File: config.mk
export PLATFORM = sky130hd
export DESIGN_NAME = muldiv_unit
export DESIGN_NICKNAME = d
export VERILOG_FILES = /design/src/rtl/muldiv_unit.sv
export SDC_FILE = /design/constraint.sdc
export NUM_CORES = 1
export LEC_CHECK = 0
export CORE_ASPECT_RATIO = 0.6
export CORE_MARGIN = 2
export CORE_UTILIZATION = 49
export DETAILED_ROUTE_END_ITERATION = 7
export PLACE_DENSITY = 0.72
export SYNTH_ARGS = -nofsm -noshare
export SYNTH_HDL_FRONTEND = slang
export SYNTH_SLANG_ARGS = --single-unit
File: constraint.sdc
create_clock -name clk -period 5.8 [get_ports clk]
set_input_delay 0.87 -clock clk [delete_from_list [all_inputs] [get_ports clk]]
set_output_delay 0.87 -clock clk [all_outputs]
set_load 0.01 [all_outputs]
File: src/rtl/muldiv_unit.sv
// Iterative radix-2 multiply/divide unit: WIDTH-cycle shift-add multiply and restoring divide.
// Optional MULDIV_UNSIGNED_EN enables unsigned MULTU/DIVU on op[1]; otherwise op[1] is ignored.
module muldiv_unit #(
  parameter int WIDTH = 32
) (
  input  logic             clk,
  input  logic             reset,
  input  logic             start,
  input  logic [1:0]       op,
  input  logic [WIDTH-1:0] a,
  input  logic [WIDTH-1:0] b,
  output logic [WIDTH-1:0] hi,
  output logic [WIDTH-1:0] lo,
  output logic             busy,
  output logic             done,
  output logic             div_zero
);

  localparam int CW = $clog2(WIDTH + 1);
  localparam logic [CW-1:0]        CNT_INIT = CW'(WIDTH);
  localparam logic [CW-1:0]        CNT_ONE  = {{(CW-1){1'b0}}, 1'b1};
  localparam logic [WIDTH-1:0]     ONE_W    = {{(WIDTH-1){1'b0}}, 1'b1};
  localparam logic [2*WIDTH-1:0]   ONE_2W   = {{(2*WIDTH-1){1'b0}}, 1'b1};
  localparam logic [WIDTH-1:0]     ZERO_W   = {WIDTH{1'b0}};

  typedef enum logic [1:0] {
    IDLE = 2'b00,
    RUN  = 2'b01,
    FIX  = 2'b10,
    DONE = 2'b11
  } state_t;

  state_t state_r, state_next_s;

  logic [CW-1:0]    cnt_r;
  logic [WIDTH-1:0] acc_r, mq_r, opb_r;
  logic [WIDTH-1:0] hi_r, lo_r;
  logic             is_div_r, neg_main_r, neg_rem_r;
  logic             busy_r, done_r, div_zero_r;

  logic             sign_en_s, accept_s, b_zero_div_s;
  logic [WIDTH:0]   add_s, mul_sum_s, trial_s, sub_s;
  logic             ge_s;
  logic [WIDTH-1:0] acc_step_s, mq_step_s;
  logic [2*WIDTH-1:0] prod_fix_s;
  logic [WIDTH-1:0] quo_fix_s, rem_fix_s;

  function automatic logic [WIDTH-1:0] mag(input logic [WIDTH-1:0] v, input logic sgn);
    if (sgn && v[WIDTH-1]) begin
      return ~v + ONE_W;
    end else begin
      return v;
    end
  endfunction

`ifdef MULDIV_UNSIGNED_EN
  assign sign_en_s = ~op[1];
`else
  logic op_hi_unused_s;
  assign op_hi_unused_s = op[1];
  assign sign_en_s      = 1'b1;
`endif

  assign accept_s     = start && ((state_r == IDLE) || (state_r == DONE));
  assign b_zero_div_s = op[0] && (b == ZERO_W);

  // State register
  always_ff @(posedge clk or posedge reset) begin
    if (reset) begin
      state_r <= IDLE;
    end else begin
      state_r <= state_next_s;
    end
  end

  // Next-state logic
  always_comb begin
    state_next_s = state_r;
    case (state_r)
      IDLE, DONE: begin
        if (accept_s) begin
          state_next_s = b_zero_div_s ? DONE : RUN;
        end else begin
          state_next_s = IDLE;
        end
      end
      RUN: begin
        if (cnt_r == CNT_ONE) begin
          state_next_s = FIX;
        end else begin
          state_next_s = RUN;
        end
      end
      FIX:     state_next_s = DONE;
      default: state_next_s = IDLE;
    endcase
  end

  // One iteration step: {acc,mq} is the product/remainder-quotient pair
  always_comb begin
    add_s     = {1'b0, acc_r} + {1'b0, opb_r};
    mul_sum_s = mq_r[0] ? add_s : {1'b0, acc_r};
    trial_s   = {acc_r, mq_r[WIDTH-1]};
    sub_s     = trial_s - {1'b0, opb_r};
    ge_s      = (trial_s >= {1'b0, opb_r});
    if (is_div_r) begin
      acc_step_s = ge_s ? sub_s[WIDTH-1:0] : trial_s[WIDTH-1:0];
      mq_step_s  = {mq_r[WIDTH-2:0], ge_s};
    end else begin
      acc_step_s = mul_sum_s[WIDTH:1];
      mq_step_s  = {mul_sum_s[0], mq_r[WIDTH-1:1]};
    end
  end

  // Sign correction applied in FIX
  always_comb begin
    if (neg_main_r) begin
      prod_fix_s = ~{acc_r, mq_r} + ONE_2W;
      quo_fix_s  = ~mq_r + ONE_W;
    end else begin
      prod_fix_s = {acc_r, mq_r};
      quo_fix_s  = mq_r;
    end
    if (neg_rem_r) begin
      rem_fix_s = ~acc_r + ONE_W;
    end else begin
      rem_fix_s = acc_r;
    end
  end

  // Operand latch, iteration datapath and result registers
  always_ff @(posedge clk or posedge reset) begin
    if (reset) begin
      cnt_r      <= {CW{1'b0}};
      acc_r      <= ZERO_W;
      mq_r       <= ZERO_W;
      opb_r      <= ZERO_W;
      hi_r       <= ZERO_W;
      lo_r       <= ZERO_W;
      is_div_r   <= 1'b0;
      neg_main_r <= 1'b0;
      neg_rem_r  <= 1'b0;
      div_zero_r <= 1'b0;
    end else begin
      case (state_r)
        IDLE, DONE: begin
          if (accept_s) begin
            is_div_r   <= op[0];
            div_zero_r <= b_zero_div_s;
            cnt_r      <= CNT_INIT;
            acc_r      <= ZERO_W;
            neg_main_r <= sign_en_s & (a[WIDTH-1] ^ b[WIDTH-1]);
            neg_rem_r  <= sign_en_s & a[WIDTH-1];
            // Divide shifts the dividend through mq; multiply shifts the multiplier
            if (op[0]) begin
              mq_r  <= mag(a, sign_en_s);
              opb_r <= mag(b, sign_en_s);
            end else begin
              mq_r  <= mag(b, sign_en_s);
              opb_r <= mag(a, sign_en_s);
            end
          end
        end
        RUN: begin
          acc_r <= acc_step_s;
          mq_r  <= mq_step_s;
          cnt_r <= cnt_r - CNT_ONE;
        end
        FIX: begin
          if (is_div_r) begin
            hi_r <= rem_fix_s;
            lo_r <= quo_fix_s;
          end else begin
            hi_r <= prod_fix_s[2*WIDTH-1:WIDTH];
            lo_r <= prod_fix_s[WIDTH-1:0];
          end
        end
        default: begin
          cnt_r <= cnt_r;
        end
      endcase
    end
  end

  // Registered status outputs, derived from the upcoming state
  always_ff @(posedge clk or posedge reset) begin
    if (reset) begin
      busy_r <= 1'b0;
      done_r <= 1'b0;
    end else begin
      busy_r <= (state_next_s == RUN) || (state_next_s == FIX);
      done_r <= (state_next_s == DONE);
    end
  end

  assign hi       = hi_r;
  assign lo       = lo_r;
  assign busy     = busy_r;
  assign done     = done_r;
  assign div_zero = div_zero_r;

endmodule
==> results by stage <==
CTS:
- The post-cts gate resize count is 0.
- The buffer cell driving the clock tree root is clkbuf_16.
- The clock sink total is 174.
- After clock tree synthesis, the clock-pin slew on the worst setup and hold paths is 0.07 ns.
- The buffer depth of the longest clock path is 2.
- TritonCTS built the clock tree.
- The hold buffer count at cts is 0.
- The number of clock buffers added by TritonCTS is 17.
- Clock latency on the worst-skew pair, taken at its later pin, is 0.46 ns.
- The post-CTS repair timing setup buffer count is 0.
- The number of H-tree levels is 4.

Global routing:
- The number of antenna violations at the first check in global routing was 0.
- For met3 alone, demand over resource in global routing was 7.20%.
- The maximum number of pins on one net before global-route repair is 120.
- The first global-routing pass estimated 74,100 um of wire.
- The via count of the first global-routing pass is 13,069.
- The peak-usage layer in the global routing report is met1.
- In the global route stage, met1 resource usage came out at 47.0%.
- The leftover overflow at the end of global routing is 0.
- The all-layer global routing usage is 30.9%.
- The met2 demand-to-capacity share in global routing is 43.7%.

Synthesis:
- Of the synthesized area, sequential elements account for 29.7%.
- After technology mapping, the gate count stands at 1,840.
- The net count after synthesis is 1,984.
- Dividing the synthesized area by the synthesized cell count gives 7.96 um2.
- The synthesized netlist devotes 25.3% of its cell area to compound gates.
- The basic-gate share of the synthesized area counting and, or, nand and nor cells is 18.0%.
- The dominant combinational cell family by area after synthesis is compound AO/OA/AOI/OAI gates.
- The synthesized netlist devotes 6.51% of its cell area to adder and majority cells.
- Of all flip-flops after synthesis, the portion carrying an async set or reset was 100%.
- The number of different library cells in the post-synthesis netlist is 76.
- The count of synthesis-stage warnings from yosys is 0.
- The post-synthesis cell area is 0.0147 mm2.
- The xor/xnor cell area share of the yosys netlist is 9.86%.
- The count of flip-flops with a built-in enable after synthesis is 0.
- In this run, synthesis produced a sequential element count of 174.
- Of the post-synthesis cell area, the part taken by muxes is 5.76%.
- The primary flip-flop cell chosen by synthesis mapping is dfrtp_1.

Die:
- The die covers 0.0313 mm2.
- The height of the die is 138 um.
- Row generation in the floorplan step produced 48 rows.
- The area of the placeable core is 0.0291 mm2.
- The horizontal extent of the die is 227 um.
- The number of primary I/O pins is 136.
- Once the floorplan was initialized, standard cells occupied 50.4% of the core.

Route:
- The number of vias per cell is 6.23.
- The remaining design rule violation count is 0.
- The final antenna-violating net count is 0.
- The routed length per instance is 20.8 um.
- The routed design has 48,100 um of wire.
- The detailed router finished its first iteration with 1,426 violations.
- For this run, the detailed router's first-pass iteration total came to 8.
- The detailed-route via count is 14,385.

Flow run:
- The max-capacitance violation count is 0.

Critical path:
- STA classifies the critical path startpoint as an input pin.
- The required time of the critical path is 6.17 ns.
- The type of the worst setup path is input pin to flip-flop.
- The arrival time at the worst endpoint is 4.45 ns.
- The type of destination of the critical path is a flip-flop.
- In this run the worst path has a maximum fanout of 4.

Place:
- The congestion estimate from routability-driven global placement came to 0.966.
- The number of input and output port buffers inserted is 134.
- The detailed placer's ending HPWL is 36,200 um.

Final layout:
- For this run, the post-layout net count is 2,039.
- The multi-input gate area in the final layout is 0.00962 mm2.
- The synthesis-to-finish area growth is 14.9%.
- The sequential cell area in the final layout is 0.00436 mm2.
- After filler insertion, the fill cell instance count of the layout stands at 2,712.
- Cells with a size suffix above 1 make up 6.92% of the layout.
- The number of antenna cells inserted is 0.
- The most common cell after layout, fill and taps aside is a21oi_1.
- Leaving out fill and tap cells, the most frequent cells in the layout are a21oi_1 (210), nand2_1 (186), nor2_1 (178), dfrtp_1 (173), o21ai_0 (138).

Power and ir drop:
- The internal power is 5.21 mW.
- The total power consumption of the routed design is 10.8 mW.
- Combinational logic burns 65.1% of the power.
- The leakage power of the design is 7.09 nW.
- The sequential fraction of design power is 23.7%.
- The net switching share of the total power is 51.7%.
- The analysis attributes to net switching a power of 5.58 mW.
- IR analysis of the VDD net gives a maximum drop of 0.000328 V.
- The share of total power dissipated in the clock network is 11.2%.
- Dividing total power by cell area gives a power density of 641 mW/mm2.

Timing:
- The number of max-slew violations in the final report came to 0.
- Setup repair after global routing left no endpoint under its margin.
- The final setup violation count is 0.
- The worst pin sits at a relative slew slack of 15.6%.
- The fmax is 245 MHz.
- The final period demand of the worst path is 4.08 ns.
- For the pin with the worst max-slew slack, the measured transition is 1.26 ns.
- The post-route clock period utilization is 70.3%.
- After routing, the total negative slack on setup checks comes to 0 ns.
- The final number of hold-violating endpoints is 0.
- Clock skew on the completed layout was measured at 0.0108 ns.

Hold path:
- The worst hold path belongs to the class flip-flop to flip-flop.

Run status:
- The run finished with clean final reports.
-- power groups by stage --
stage / registers [mW] / logic [mW] / clock network, mW
floorplan: 2.21 / 5.10 / 0
global placement: 2.51 / 6.71 / 0
detailed placement: 2.54 / 6.85 / 0
CTS: 2.52 / 6.90 / 1.22
global route: 2.61 / 7.72 / 1.27
finish: 2.56 / 7.03 / 1.21
-- final timing paths --
check	startpoint	end	slack, ns	cells past startpoint
hold reg to reg	cnt_r[1]$_DFFE_PP0P_	cnt_r[1]$_DFFE_PP0P_	0.51	2
max in group asynchronous	reset	opb_r[5]$_DFFE_PP0P_	3.87	3
setup / recovery	a[12]	mq_r[31]$_DFFE_PP0P_	1.72	10
min in group asynchronous	reset	lo[26]$_DFFE_PP0N_	0.90	2
setup reg to reg	acc_r[10]$_DFFE_PP0P_	acc_r[30]$_DFFE_PP0P_	1.73	10
hold / removal	cnt_r[1]$_DFFE_PP0P_	cnt_r[1]$_DFFE_PP0P_	0.51	2
-- stage by stage --
stage / hold WS [ns] / worst slack, ns / instances / instance area, um2 / utilization (%)
after floorplan: 0.471 / 0.213 / 1840 / 14700 / -
after global placement: 0.466 / 1.46 / 2276 / 16200 / 55.8
after detailed placement: 0.494 / 1.42 / 2276 / 16200 / 55.8
after CTS: 0.509 / 1.84 / 2308 / 16800 / 57.9
after global routing: 0.526 / 1.38 / 2308 / 16800 / 57.9
final: 0.507 / 1.72 / 2308 / 16800 / 57.9
-- cell families after synthesis --
family,Yosys count
and+or+nand+nor,569
xor gates and xnor gates,165
muxes,78
AOI/OAI and AO/OA,591
DFF,174
adders and majority gates,75
buffers and inverters,188
-- critical path, cell delays in order --
cell             delay [ns]
clkdlybuf4s50_1        0.45
or4_1                  0.61
nor4_1                 0.82
nand3_1                0.32
or2_2                  0.40
nor4bb_1               0.47
nand2_1                0.12
o311ai_0               0.16
nand3_1                0.12
o21ai_0                0.11
-- flip-flops by register name (all words and copies together), names as in the netlist, 2 cells and up --
signal / flops
acc_r: 32
cnt_r: 6
hi: 32
lo: 32
mq_r: 32
opb_r: 32
state_r: 2
-- layer usage --
layer | up-vias | wire length [um]
li1 | 6773 | -
met1 | 6916 | 23000
met2 | 647 | 19700
met3 | 47 | 4770
met4 | 2 | 554
met5 | - | 61
-- cell type report --
class	instances	area share, %
inverters	73	1.66
clock inverters	15	1.04
multi-input cells	1478	57.1
repair buffers	151	8.79
well taps	400	2.97
flip-flops and latches	174	25.9
clock buffers	17	2.53
-- cells in the mapped netlist, drive strengths merged, types with 13 or more instances --
cell    instances  share of area [%]
nand2         187                4.8
a21o           21                1.1
nand4          17               0.73
inv            72                1.8
o21a           15               0.77
nor2b          15               0.64
o21ai         144                5.0
o211ai         25                1.3
o41ai          17                1.1
a22o           13               0.78
or4            15               0.82
clkbuf        100                2.6
o31ai          34                1.8
mux2           51                3.9
ha             73                6.2
nor4           18               0.81
xor2           94                5.6
a211oi         37                1.9
a21oi         210                7.2
xnor2          71                4.2
nand3          35                1.2
buf            15               0.44
dfrtp         174                 30
nor2          178                4.6
nor3           46                1.6
mux2i          27                1.8
or3            18               0.87
(Power assumes the default switching activity.)
==> RTL edit, RTL diff (same flow settings) <==
Build with the macro `MULDIV_UNSIGNED_EN` defined.
--- a/src/rtl/muldiv_unit.sv
+++ b/src/rtl/muldiv_unit.sv
@@ -1,5 +1,7 @@
 // Iterative radix-2 multiply/divide unit: WIDTH-cycle shift-add multiply and restoring divide.
 // Optional MULDIV_UNSIGNED_EN enables unsigned MULTU/DIVU on op[1]; otherwise op[1] is ignored.
+`define MULDIV_UNSIGNED_EN
+
 module muldiv_unit #(
   parameter int WIDTH = 32
 ) (
Formal check against the unedited RTL: no difference found for any inputs over 10 cycles, from zero or initial values and one cycle with reset high; that may be too few to reach the edited logic, so the function may still have changed.
==> RTL edit against the original RTL <==
Fmax is 3.8% lower; worst setup slack worse by 160 ps; final cell count is 0.74% higher; sequential cell count stayed put; routed wire length is 4.6% higher; largest power group unchanged; critical endpoint is now acc_r[30]; final area is 0.69% higher; total power is 1.7% higher; synthesized area is 0.75% higher.
==> RTL edit: results (changes against the original RTL) <==
* Outcome: finished, final reports clean
* PostCTS Resize Cnt at 0 (unchanged)
* Hpwl dp at 38.3 mm (+5.7%)
* M3 GR Usage at 0.109 (+0.0369)
* Lkg Pwr at 7.23 nW (+1.9%)
* Initial DRC Count at 1699 (+19%)
* Syn avg cell area at 8.00 um2 (+0.42%)
* Vias in the first global route at 13000 (-0.81%)
* Vias/cell at 6.26 (+0.50%)
* Yosys cell types at 80 (+5.3%)
* Routed wire length at 50.3 mm (+4.6%)
* Worst hold path class: register to register
* Root buffer cell: clkbuf_16
* GR Util met1 at 0.491 (+0.0217)
* GPL Wtd Cong at 0.992 (+2.7%)
* Sequential area share after synthesis at 0.295 (-0.00222)
* Slowest stage delay, CP at 580 ps (-240 ps)
* Main area contributors after synthesis: dfrtp_1 29%, a21oi_1 7.5%, ha_1 6.2%
* DRT Pass-1 Iters at 6 (-2)
* Yosys warning total at 0 (unchanged)
* Dpl cells at 2293 (+0.75%)
* I/O Buffers at 135 (+0.75%)
* Largest net degree at the start of global routing at 107 (-11%)
* Met2 Usage GRT at 0.402 (-0.0349)
* GRT Total Usage at 0.313 (+0.00427)
* Worst Path Arrival at 4610 ps (+160 ps)
* Clock Latency Late Sink at 460 ps (about the same)
* Pin slew with the least headroom to its limit at 1220 ps (-39.6 ps)
* Top delay family on crit path: compound AO/OA/AOI/OAI gates
* Clock transition at the registers of the reported paths at 80 ps
* Peak VDD IR at 0.416 mV (+27%)
* Proportion of layout cells with a drive suffix above 1 at 0.0731 (+0.00389)
* Initial antenna violation count at 0 (unchanged)
* First-pass GRT wire length at 77.0 mm (+4.0%)
* Clk_skew at 13.6 ps (+2.77 ps)
* Syn_nets at 1990 (+0.30%)
* Top cells by count, synth: 221 x a21oi_1, 192 x nor2_1, 174 x dfrtp_1
* Num CTS Buffers at 17 (unchanged)
* Vias at 14600 (+1.2%)
* Crit Path Max Fanout at 4 (unchanged)
* CP max-delay cell: a221oi_1
## RTL edit: cell count changes in the layout (fill, tap and decap cells not counted), moves of 11 or more
cell	delta
xnor2_1	+21
a31oi_1	+17
a21o_1	+16
nand3_1	-16
nand2_1	-15
nor2_1	+14
o21ai_0	-14
xor2_1	-12
a21oi_1	+11
o31ai_1	-11
## RTL edit: path summary, 6_finish.rpt
kind / startpoint / end / cells past startpoint / slack [ps]
worst max register to register: mq_r[31] / acc_r[30] / 13 / 1560
max in group asynchronous: reset / is_div_r / 3 / 3760
min in group asynchronous: reset / lo[21] / 2 / 930
worst max-delay path: mq_r[31] / acc_r[30] / 13 / 1560
worst min-delay path: hi[3] / hi[3] / 1 / 510
worst min register to register: hi[3] / hi[3] / 1 / 510
## RTL edit: area by class of cell
cell class	count	area, um2
antenna	1	2.50
timing repair buffer	152	1490
tap	408	510
sequential	174	4360
multi-input combinational	1495	9760
clock inverter	13	155
fill	2759	12800
inverter	64	245
clock buffer	18	429
## RTL edit: worst reg2reg max path, cell delays in order (launching register included)
cell and delay (ps):
dfrtp_1 420, inv_1 120, ha_1 200, inv_1 60
fa_1 400, a21o_1 230, a221oi_1 580, o2bb2ai_1 300
a2111o_1 540, a311oi_1 570, o21ai_0 230, xor2_1 170
a21oi_1 80, o31ai_1 260
## RTL edit: power breakdown
part	internal (W)	total, W	leakage (nW)	switching (W)
clock network	0.000647	0.00120	0.293	0.000554
logic	0.00291	0.00716	4.69	0.00425
registers	0.00172	0.00261	2.24	0.000898
total	0.00527	0.0110	7.23	0.00570
## RTL edit: kinds of logic (layout without fill, tap and decap cells)
kind of cell / Yosys count / after routing / synth area share
compound gates: 607 / 607 / 0.257
simple gates: 564 / 564 / 0.178
buf+inv: 177 / 247 / 0.0462
xor+xnor: 174 / 174 / 0.103
flops: 174 / 174 / 0.295
fa+ha+maj: 75 / 75 / 0.0646
mux: 75 / 75 / 0.0554
other cells: 0 / 1 / 0
## RTL edit: stage by stage
step | hold slack (ps) | instance area, um2 | worst slack [ps] | power [W]
after floorplan | 475 | 14800 | 213 | 0.00730
after global placement | 489 | 16400 | 1640 | 0.00940
after detailed placement | 496 | 16400 | 1510 | 0.00952
after CTS | 512 | 16900 | 1630 | 0.0107
after global routing | 534 | 16900 | 1290 | 0.0117
final | 508 | 17000 | 1560 | 0.0110
## RTL edit: layer usage
layer | wire length, um | part of all wire
met1 | 23700 | 0.47
met2 | 19200 | 0.38
met3 | 6680 | 0.13
met4 | 750 | 0.015
met5 | 0 | 0
